--- src/rtl/id_issue_scoreboard.sv ---
// Decode-to-EX issue register with integer/FP destination scoreboards and an
// internal FP-unit occupancy counter that stalls decode on RAW/WAW/structural hazards.
module id_issue_scoreboard #(
   parameter int unsigned  XLEN = 32,
   parameter int unsigned  NREG = 32,
   parameter int unsigned  LATW = 4,
   localparam int unsigned AW   = $clog2(NREG)
) (
   input  logic             clk,
   input  logic             rst,

   input  logic             id_valid,
   output logic             id_ready,
   input  logic [31:0]      id_instr,
   input  logic [XLEN-1:0]  id_pc,
   input  logic [XLEN-1:0]  id_rs1_data,
   input  logic [XLEN-1:0]  id_rs2_data,
   input  logic [XLEN-1:0]  id_imm,
   input  logic [AW-1:0]    id_rs1,
   input  logic [AW-1:0]    id_rs2,
   input  logic [AW-1:0]    id_rd,
   input  logic             id_rs1_en,
   input  logic             id_rs2_en,
   input  logic             id_rd_en,
   input  logic             id_rs1_fp,
   input  logic             id_rs2_fp,
   input  logic             id_rd_fp,
   input  logic             id_fpu_op,
   input  logic [LATW-1:0]  id_lat,

   input  logic             flush,
   input  logic             ex_ready,

   input  logic             wb_en,
   input  logic             wb_fp,
   input  logic [AW-1:0]    wb_rd,

   output logic             ex_valid,
   output logic [31:0]      ex_instr,
   output logic [XLEN-1:0]  ex_pc,
   output logic [XLEN-1:0]  ex_rs1_data,
   output logic [XLEN-1:0]  ex_rs2_data,
   output logic [XLEN-1:0]  ex_imm,
   output logic [AW-1:0]    ex_rs1,
   output logic [AW-1:0]    ex_rs2,
   output logic [AW-1:0]    ex_rd,
   output logic             ex_rd_en,
   output logic             ex_rd_fp,

   output logic [NREG-1:0]  busy_int,
   output logic [NREG-1:0]  busy_fp,
   output logic             fpu_busy
);

   typedef struct packed {
      logic [31:0]     instr;
      logic [XLEN-1:0] pc;
      logic [XLEN-1:0] rs1_data;
      logic [XLEN-1:0] rs2_data;
      logic [XLEN-1:0] imm;
      logic [AW-1:0]   rs1;
      logic [AW-1:0]   rs2;
      logic [AW-1:0]   rd;
      logic            rd_en;
      logic            rd_fp;
   } ex_bundle_t;

   logic            ex_valid_q, ex_valid_d;
   ex_bundle_t      ex_q, ex_d, id_bundle_c;
   logic [NREG-1:0] busy_int_q, busy_int_d;
   logic [NREG-1:0] busy_fp_q, busy_fp_d;
   logic [LATW-1:0] fpu_cnt_q, fpu_cnt_d;
   logic            fpu_busy_q, fpu_busy_d;

   logic rs1_busy_c, rs2_busy_c, rd_busy_c, fpu_conflict_c;
   logic hazard_c, ex_free_c, issue_c, kill_c;

   // Hazard detection against the registered scoreboards only (no wb bypass).
   always_comb begin
      rs1_busy_c     = id_rs1_en & (id_rs1_fp ? busy_fp_q[id_rs1] : busy_int_q[id_rs1]);
      rs2_busy_c     = id_rs2_en & (id_rs2_fp ? busy_fp_q[id_rs2] : busy_int_q[id_rs2]);
      rd_busy_c      = id_rd_en  & (id_rd_fp  ? busy_fp_q[id_rd]  : busy_int_q[id_rd]);
      fpu_conflict_c = id_fpu_op & fpu_busy_q;
      hazard_c       = rs1_busy_c | rs2_busy_c | rd_busy_c | fpu_conflict_c;
      ex_free_c      = ~ex_valid_q | ex_ready;
      issue_c        = id_valid & ~hazard_c & ex_free_c & ~flush;
      kill_c         = flush & ex_valid_q & ex_q.rd_en;
   end

   assign id_ready = ~hazard_c & ex_free_c;

   always_comb begin
      id_bundle_c.instr    = id_instr;
      id_bundle_c.pc       = id_pc;
      id_bundle_c.rs1_data = id_rs1_data;
      id_bundle_c.rs2_data = id_rs2_data;
      id_bundle_c.imm      = id_imm;
      id_bundle_c.rs1      = id_rs1;
      id_bundle_c.rs2      = id_rs2;
      id_bundle_c.rd       = id_rd;
      id_bundle_c.rd_en    = id_rd_en;
      id_bundle_c.rd_fp    = id_rd_fp;
   end

   // EX register: flush beats issue beats drain; otherwise hold.
   always_comb begin
      ex_valid_d = ex_valid_q;
      ex_d       = ex_q;
      if (flush) begin
         ex_valid_d = 1'b0;
      end else if (issue_c) begin
         ex_valid_d = 1'b1;
         ex_d       = id_bundle_c;
      end else if (ex_ready) begin
         ex_valid_d = 1'b0;
      end
   end

   // Scoreboards: clears first so a same-cycle set wins; x0 is never tracked.
   always_comb begin
      busy_int_d = busy_int_q;
      busy_fp_d  = busy_fp_q;
      if (wb_en) begin
         if (wb_fp) busy_fp_d[wb_rd]  = 1'b0;
         else       busy_int_d[wb_rd] = 1'b0;
      end
      if (kill_c) begin
         if (ex_q.rd_fp) busy_fp_d[ex_q.rd]  = 1'b0;
         else            busy_int_d[ex_q.rd] = 1'b0;
      end
      if (issue_c && id_rd_en) begin
         if (id_rd_fp)              busy_fp_d[id_rd]  = 1'b1;
         else if (id_rd != '0)      busy_int_d[id_rd] = 1'b1;
      end
      busy_int_d[0] = 1'b0;
   end

   // FP occupancy counter; a flush does not cancel work already in the unit.
   always_comb begin
      fpu_cnt_d = fpu_cnt_q;
      if (issue_c && id_fpu_op && (id_lat != '0)) begin
         fpu_cnt_d = id_lat;
      end else if (fpu_cnt_q != '0) begin
         fpu_cnt_d = fpu_cnt_q - LATW'(1);
      end
      fpu_busy_d = (fpu_cnt_d != '0);
   end

   always_ff @(posedge clk or negedge rst) begin
      if (!rst) begin
         ex_valid_q <= 1'b0;
         ex_q       <= '0;
         busy_int_q <= '0;
         busy_fp_q  <= '0;
         fpu_cnt_q  <= '0;
         fpu_busy_q <= 1'b0;
      end else begin
         ex_valid_q <= ex_valid_d;
         ex_q       <= ex_d;
         busy_int_q <= busy_int_d;
         busy_fp_q  <= busy_fp_d;
         fpu_cnt_q  <= fpu_cnt_d;
         fpu_busy_q <= fpu_busy_d;
      end
   end

   assign ex_valid    = ex_valid_q;
   assign ex_instr    = ex_q.instr;
   assign ex_pc       = ex_q.pc;
   assign ex_rs1_data = ex_q.rs1_data;
   assign ex_rs2_data = ex_q.rs2_data;
   assign ex_imm      = ex_q.imm;
   assign ex_rs1      = ex_q.rs1;
   assign ex_rs2      = ex_q.rs2;
   assign ex_rd       = ex_q.rd;
   assign ex_rd_en    = ex_q.rd_en;
   assign ex_rd_fp    = ex_q.rd_fp;
   assign busy_int    = busy_int_q;
   assign busy_fp     = busy_fp_q;
   assign fpu_busy    = fpu_busy_q;

endmodule
--- config.mk ---
export PLATFORM = sky130hd
export DESIGN_NAME = id_issue_scoreboard
export DESIGN_NICKNAME = d
export VERILOG_FILES = /design/src/rtl/id_issue_scoreboard.sv
export SDC_FILE = /design/constraint.sdc
export NUM_CORES = 1
export LEC_CHECK = 0
export CAP_MARGIN = 20
export CORE_UTILIZATION = 30
export DETAILED_ROUTE_END_ITERATION = 10
export GPL_TIMING_DRIVEN = 0
export SKIP_CTS_REPAIR_TIMING = 1
export SLEW_MARGIN = 20
export SYNTH_ARGS = -nofsm -noshare
export SYNTH_HDL_FRONTEND = slang
export SYNTH_SLANG_ARGS = --single-unit
--- constraint.sdc ---
create_clock -name clk -period 3.5 [get_ports clk]
set_input_delay 0.35 -clock clk [delete_from_list [all_inputs] [get_ports clk]]
set_output_delay 0.35 -clock clk [all_outputs]
set_load 0.005 [all_outputs]
==> results of run 1 <==
[power by group through the flow]
stage / logic (mW) / registers, mW / clock network, mW
floorplan: 1.13 / 4.19 / 0
global placement: 3.49 / 4.18 / 0
detailed placement: 3.52 / 4.21 / 0
CTS: 3.55 / 4.18 / 3.29
global route: 3.76 / 4.30 / 3.40
finish: 3.51 / 4.17 / 3.20
[path summary, 6_finish.rpt]
check	start	end	slack (ns)	depth (start not counted)
setup reg to reg	busy_int[11]$_DFF_PN0_	ex_rd[2]$_DFFE_PN0P_	0.23	11
max in group asynchronous	rst	busy_fp[23]$_DFF_PN0_	2.18	3
hold reg to reg	ex_imm[1]$_DFFE_PN0P_	ex_imm[1]$_DFFE_PN0P_	0.48	1
setup / recovery	busy_fp[23]$_DFF_PN0_	id_ready	0.11	6
hold / removal	id_imm[0]	ex_imm[0]$_DFFE_PN0P_	0.36	2
min in group asynchronous	rst	ex_pc[16]$_DFFE_PN0P_	0.41	2
[metal layers]
metal / global-route usage / vias to the layer above / wire length (microns)
li1: - / 4470 / -
met1: 0.279 / 5234 / 17800
met2: 0.358 / 598 / 21900
met3: 0.0708 / 83 / 4920
met4: 0.0714 / 2 / 1310
met5: 0 / - / 8
[critical path, cell delays in order (launching register included)]
cell             delay, ns
dfrtp_2               0.45
mux4_2                0.50
a22o_1                0.26
a2111oi_4             0.40
o211ai_2              0.18
nor2_1                0.15
clkdlybuf4s50_1       0.53
[cell families after synthesis]
| family | share of synthesized area |
|---|---|
| muxes | 0.269 |
| DFF | 0.514 |
| AOI/OAI and AO/OA | 0.120 |
| and+or+nand+nor | 0.0619 |
| buffers and inverters | 0.0325 |
| adders and majority gates | 0.00105 |
| other | 0.000313 |
| xor gates and xnor gates | 0.000732 |
[registers in the layout, summed over array words and instances, names as in the netlist]
signal       cells
ex_rs1_data     32
fpu_busy         1
busy_fp         32
ex_rs2           5
busy_int        31
ex_rs1           5
ex_rd_fp         1
ex_rd_en         1
ex_pc           32
ex_imm          32
fpu_cnt_q        4
ex_rs2_data     32
ex_instr        32
ex_valid         1
ex_rd            5
[area by class of cell]
cell class	count	area, sq um
Buffer	62	372
Clock inverter	9	109
Inverter	8	30.0
Tap cell	518	648
Clock buffer	46	911
Multi-Input combinational cell	618	5450
Sequential cell	246	6170
Fill cell	3585	20800
Antenna cell	1	2.50
Timing Repair Buffer	447	4500
[layout by cell type, fill, tap and decap left out, types with 4 or more instances in the layout]
cell	synthesis	final
mux2i_1	34	34
clkbuf_16	0	30
nand3_1	10	10
nand3b_1	8	8
inv_1	8	8
a31oi_1	4	4
nor2b_1	10	10
nor3_1	9	8
a21oi_1	66	66
clkbuf_8	0	10
mux4_2	35	35
buf_2	20	19
clkbuf_2	0	5
a31o_2	63	63
buf_1	5	5
clkbuf_1	20	21
nand4_1	4	4
dfrtp_1	246	234
o22ai_1	4	4
dfrtp_2	0	12
clkdlybuf4s50_1	0	430
nor2_1	37	37
mux2_1	127	127
mux2_2	59	59
buf_6	10	11
or3_1	5	5
buf_4	7	18
nor3b_1	7	5
nand2_1	23	23
o21ai_0	63	63
nand2b_1	10	10
and3_1	4	4
clkinv_2	0	5
[through the flow]
stage          hold WS, ns  instances
3_3_place_gp         0.466       1884
3_5_place_dp         0.432       1887
6_report             0.358       1955
4_1_cts             -0.194       1942
5_1_grt              0.351       1954
2_1_floorplan       0.0544        934
==> qor.yml, run 1 <==
global_route:
  grt_max_degree: 90
  grt_pass1_wl_microns: 68400
  grt_pass1_vias: 10600
  grt_overflow: 0
  grtUsageTotal: 0.221
  antenna_found_initial: 1
outcome:
  status: "complete, no violations"
pwr:
  switching_share: 0.279
  pwr-share-comb: 0.323
  p_per_area_mw_per_mm2: 598
  p_sw_mw: 3.03
  vdd_drop_max_mv: 0.392
  seq_power_share: 0.383
  power_mw: 10.9
  p_leak_nw: 7.47
  clockPowerShare: 0.294
  power.internal_mw: 7.85
yosys:
  synth_top_area_frac: 0.514
  syn_nets: 1133
  yosysSeqAreaShare: 0.514
  netlist_instances: 934
  async_flop_share: 1.00
  synth.ff_latch_count: 246
  synth_largest_area_cell: "dfrtp_1"
  ys_types: 55
  synth_area_leaders: "dfrtp_1 (51%), mux2_1 (12%), mux4_2 (6.6%)"
  synthTopCellsByCount: "dfrtp_1 (246), mux2_1 (127), a21oi_1 (66)"
  syn-mean-instance-area_sq_um: 12.8
  synth_edf_count: 0
  synth_area_sq_mm: 0.0120
  synthFlopType: "dfrtp_1"
  synth_most_common_cell: "dfrtp_1"
  ys_warn_count: 0
place:
  globalplace.congestion: 0.915
  place_area_sq_mm: 0.0170
  place_ws_ns: -1.04
  dp_hpwl_microns: 34600
  io_buffers: 432
cts:
  cts_sinks: 246
  tritoncts.num_buffers: 30
  clkTransAtPathRegs_ns: 0.06
  clk_latency_ns: 0.59
  htree_num_levels: 1
  clk_path_buf_depth: 3
  cts_tree: "done"
  clockRootBuffer: "clkbuf_16"
timing:
  fmax_mhz: 295
  hold_violations: 0
  tns_ns: 0
  fin_crit_ns: 3.39
  slew_headroom: 0.202
  final.period_utilization: 0.968
  worstMarginPinSlew_ns: 1.19
  skew_ns: 0.0253
  drv_slew: 0
  finalSetupViolations: 0
  worst_slack_ns: 0.111
  rsz0062_at_grt: "no"
cells_and_area:
  final_net_count: 1612
  area_growth_pct: 52.0
  fin_area_sq_mm: 0.0182
  drive_gt1_frac: 0.198
  final_util: 0.466
route:
  drc_errors: 0
  via_per_inst: 5.31
  antenna_left: 0
  vias: 10400
  first_iter_violations: 746
  first_pass_iters: 5
  wl_per_cell_microns: 23.5
  wirelength_microns: 45900
floorplanning:
  die-width_microns: 202
  coreArea_sq_mm: 0.0390
  start_util: 0.307
  row_count: 72
  pin_count: 442
  die_h_microns: 202
  die_area_sq_mm: 0.0407
critical_path:
  crit_type: "reg -> out"
  cp.required_ns: 3.15
  cp-end-kind: "output port"
  crit_arrival_ns: 3.04
  start_kind: "flip-flop"
  crit_fanout: 5
hold_path:
  min_path_type: "in -> reg"
run:
  cap_violations: 0
Note: power is estimated with default switching activity, not from simulation.
==> run 2, diff against run 1 <==
CTS_CLUSTER_SIZE = 8   (was not set)
==> run 2 against run 1 <==
  * Sequential share of layout area rose by 0.22 points
  * Die area did not move
  * Power fell by 0.77%
  * Routed wire length rose by 0.42%
  * Critical path type unchanged
  * Critical endpoint unchanged
  * Largest power group unchanged
==> qor.yml, run 2 (same netlist as run 1, synthesis figures left out) <==
cts:
  clk_latency_ns: 0.54
  clkTransAtPathRegs_ns: 0.05
  clockRootBuffer: "clkbuf_16"
  htree_num_levels: 2
  cts_sinks: 246
  cts_tree: "done"
  clk_path_buf_depth: 3
  tritoncts.num_buffers: 36
timing:
  fmax_mhz: 295
  final.period_utilization: 0.968
  rsz0062_at_grt: "no"
  tns_ns: 0
  hold_violations: 0
  skew_ns: 0.0328
  worstMarginPinSlew_ns: 1.12
  whs_ns: 0.405
  slew_headroom: 0.250
  finalSetupViolations: 0
  drv_slew: 0
  fin_crit_ns: 3.39
place:
  dp_hpwl_microns: 34600
  io_buffers: 432
  globalplace.congestion: 0.915
floorplanning:
  start_util: 0.307
  pin_count: 442
  row_count: 72
  die_area_sq_mm: 0.0407
  die_h_microns: 202
  die-width_microns: 202
  coreArea_sq_mm: 0.0390
hold_path:
  min_path_type: "in -> reg"
pwr:
  p_per_area_mw_per_mm2: 598
  pwr-share-comb: 0.324
  p_sw_mw: 3.01
  power.internal_mw: 7.78
  switching_share: 0.279
  seq_power_share: 0.387
  p_leak_nw: 7.40
  vdd_drop_max_mv: 0.398
  clockPowerShare: 0.288
cells_and_area:
  layout.area.seq_sq_mm: 0.00616
  multiInputGateArea_sq_mm: 0.00546
  drive_gt1_frac: 0.182
  area_growth_pct: 50.8
  final_common_cell: "clkdlybuf4s50_1"
  n_fill_cell: 3589
  final_cell_mix: "clkdlybuf4s50_1 (430), dfrtp_1 (242), mux2_1 (127)"
  final_net_count: 1608
critical_path:
  crit_type: "reg -> out"
  cp.required_ns: 3.15
  crit_arrival_ns: 3.04
  cp-end-kind: "output port"
  crit_fanout: 5
  start_kind: "flip-flop"
route:
  wl_per_cell_microns: 23.9
  drc_errors: 0
  first_pass_iters: 5
  via_per_inst: 5.34
  wirelength_microns: 46100
  vias: 10300
  antenna_left: 0
  first_iter_violations: 791
global_route:
  grt_overflow: 0
  grt_pass1_wl_microns: 68400
  grt_pass1_vias: 10700
  antenna_found_initial: 1
  grtUsageTotal: 0.224
  grt_max_degree: 90
run:
  cap_violations: 0
outcome:
  status: "complete, no violations"
run 2: cell count changes in the layout (fill, tap and decap cells not counted), sizes merged:
| cell | before | now |
|---|---|---|
| bufinv | 2 | 0 |
| clkinv | 6 | 0 |
| clkbuf | 66 | 59 |
| buf | 57 | 47 |
| inv | 8 | 10 |
| diode | 1 | 2 |
| clkinvlp | 1 | 0 |
run 2: area by class of cell:
| type | instances | share of cell area |
|---|---|---|
| diodes | 2 | 0.000277 |
| clock inverters | 2 | 0.000971 |
| clock buffers | 39 | 0.0517 |
| repair buffers | 437 | 0.245 |
| multi-input cells | 618 | 0.302 |
| well taps | 518 | 0.0359 |
| flip-flops and latches | 246 | 0.341 |
| plain buffers | 62 | 0.0206 |
| inverters | 8 | 0.00166 |
run 2: path summary, 6_finish.rpt:
path | slack [ns] | start | to | depth (start not counted)
max reg2reg | 0.28 | busy_int[11]$_DFF_PN0_ | ex_rd[0]$_DFFE_PN0P_ | 10
min | 0.40 | id_rs2[4] | ex_rs2[4]$_DFFE_PN0P_ | 2
min reg2reg | 0.48 | ex_imm[25]$_DFFE_PN0P_ | ex_imm[25]$_DFFE_PN0P_ | 1
min in group asynchronous | 0.47 | rst | ex_pc[16]$_DFFE_PN0P_ | 2
max | 0.11 | busy_int[7]$_DFF_PN0_ | id_ready | 7
max in group asynchronous | 2.11 | rst | busy_fp[25]$_DFF_PN0_ | 3
run 2: worst max-delay path, cell delays in order, from the launching register on:
cell,delay [ns]
dfrtp_1,0.49
mux4_2,0.29
o22ai_1,0.08
or4b_1,0.51
a41o_1,0.29
o211ai_2,0.29
nor2_1,0.10
clkdlybuf4s50_1,0.46
run 2: power by group through the flow:
| stage | sequential [mW] | clock, mW | combinational, mW |
|---|---|---|---|
| floorplan | 4.19 | 0 | 1.13 |
| global placement | 4.18 | 0 | 3.49 |
| detailed placement | 4.21 | 0 | 3.52 |
| CTS | 4.18 | 3.22 | 3.55 |
| global route | 4.30 | 3.34 | 3.74 |
| finish | 4.18 | 3.12 | 3.50 |
run 2: per-layer routing:
metal | share of wire | track usage | wire length (microns)
met1 | 0.39 | 0.279 | 17800
met2 | 0.47 | 0.358 | 21800
met3 | 0.11 | 0.0764 | 5060
met4 | 0.031 | 0.0855 | 1430
met5 | 0.00017 | 0 | 8
run 2: stage by stage:
step	util	setup slack [ns]	area (sq um)	instances	total power [mW]
2_1_floorplan	-	0.513	12000	934	5.32
4_1_cts	0.461	-0.486	18000	1928	10.9
3_5_place_dp	0.436	-1.04	17000	1887	7.74
3_3_place_gp	0.434	-9.00	16900	1884	7.67
6_report	0.463	0.111	18000	1932	10.8
5_1_grt	0.463	0.00192	18000	1930	11.4
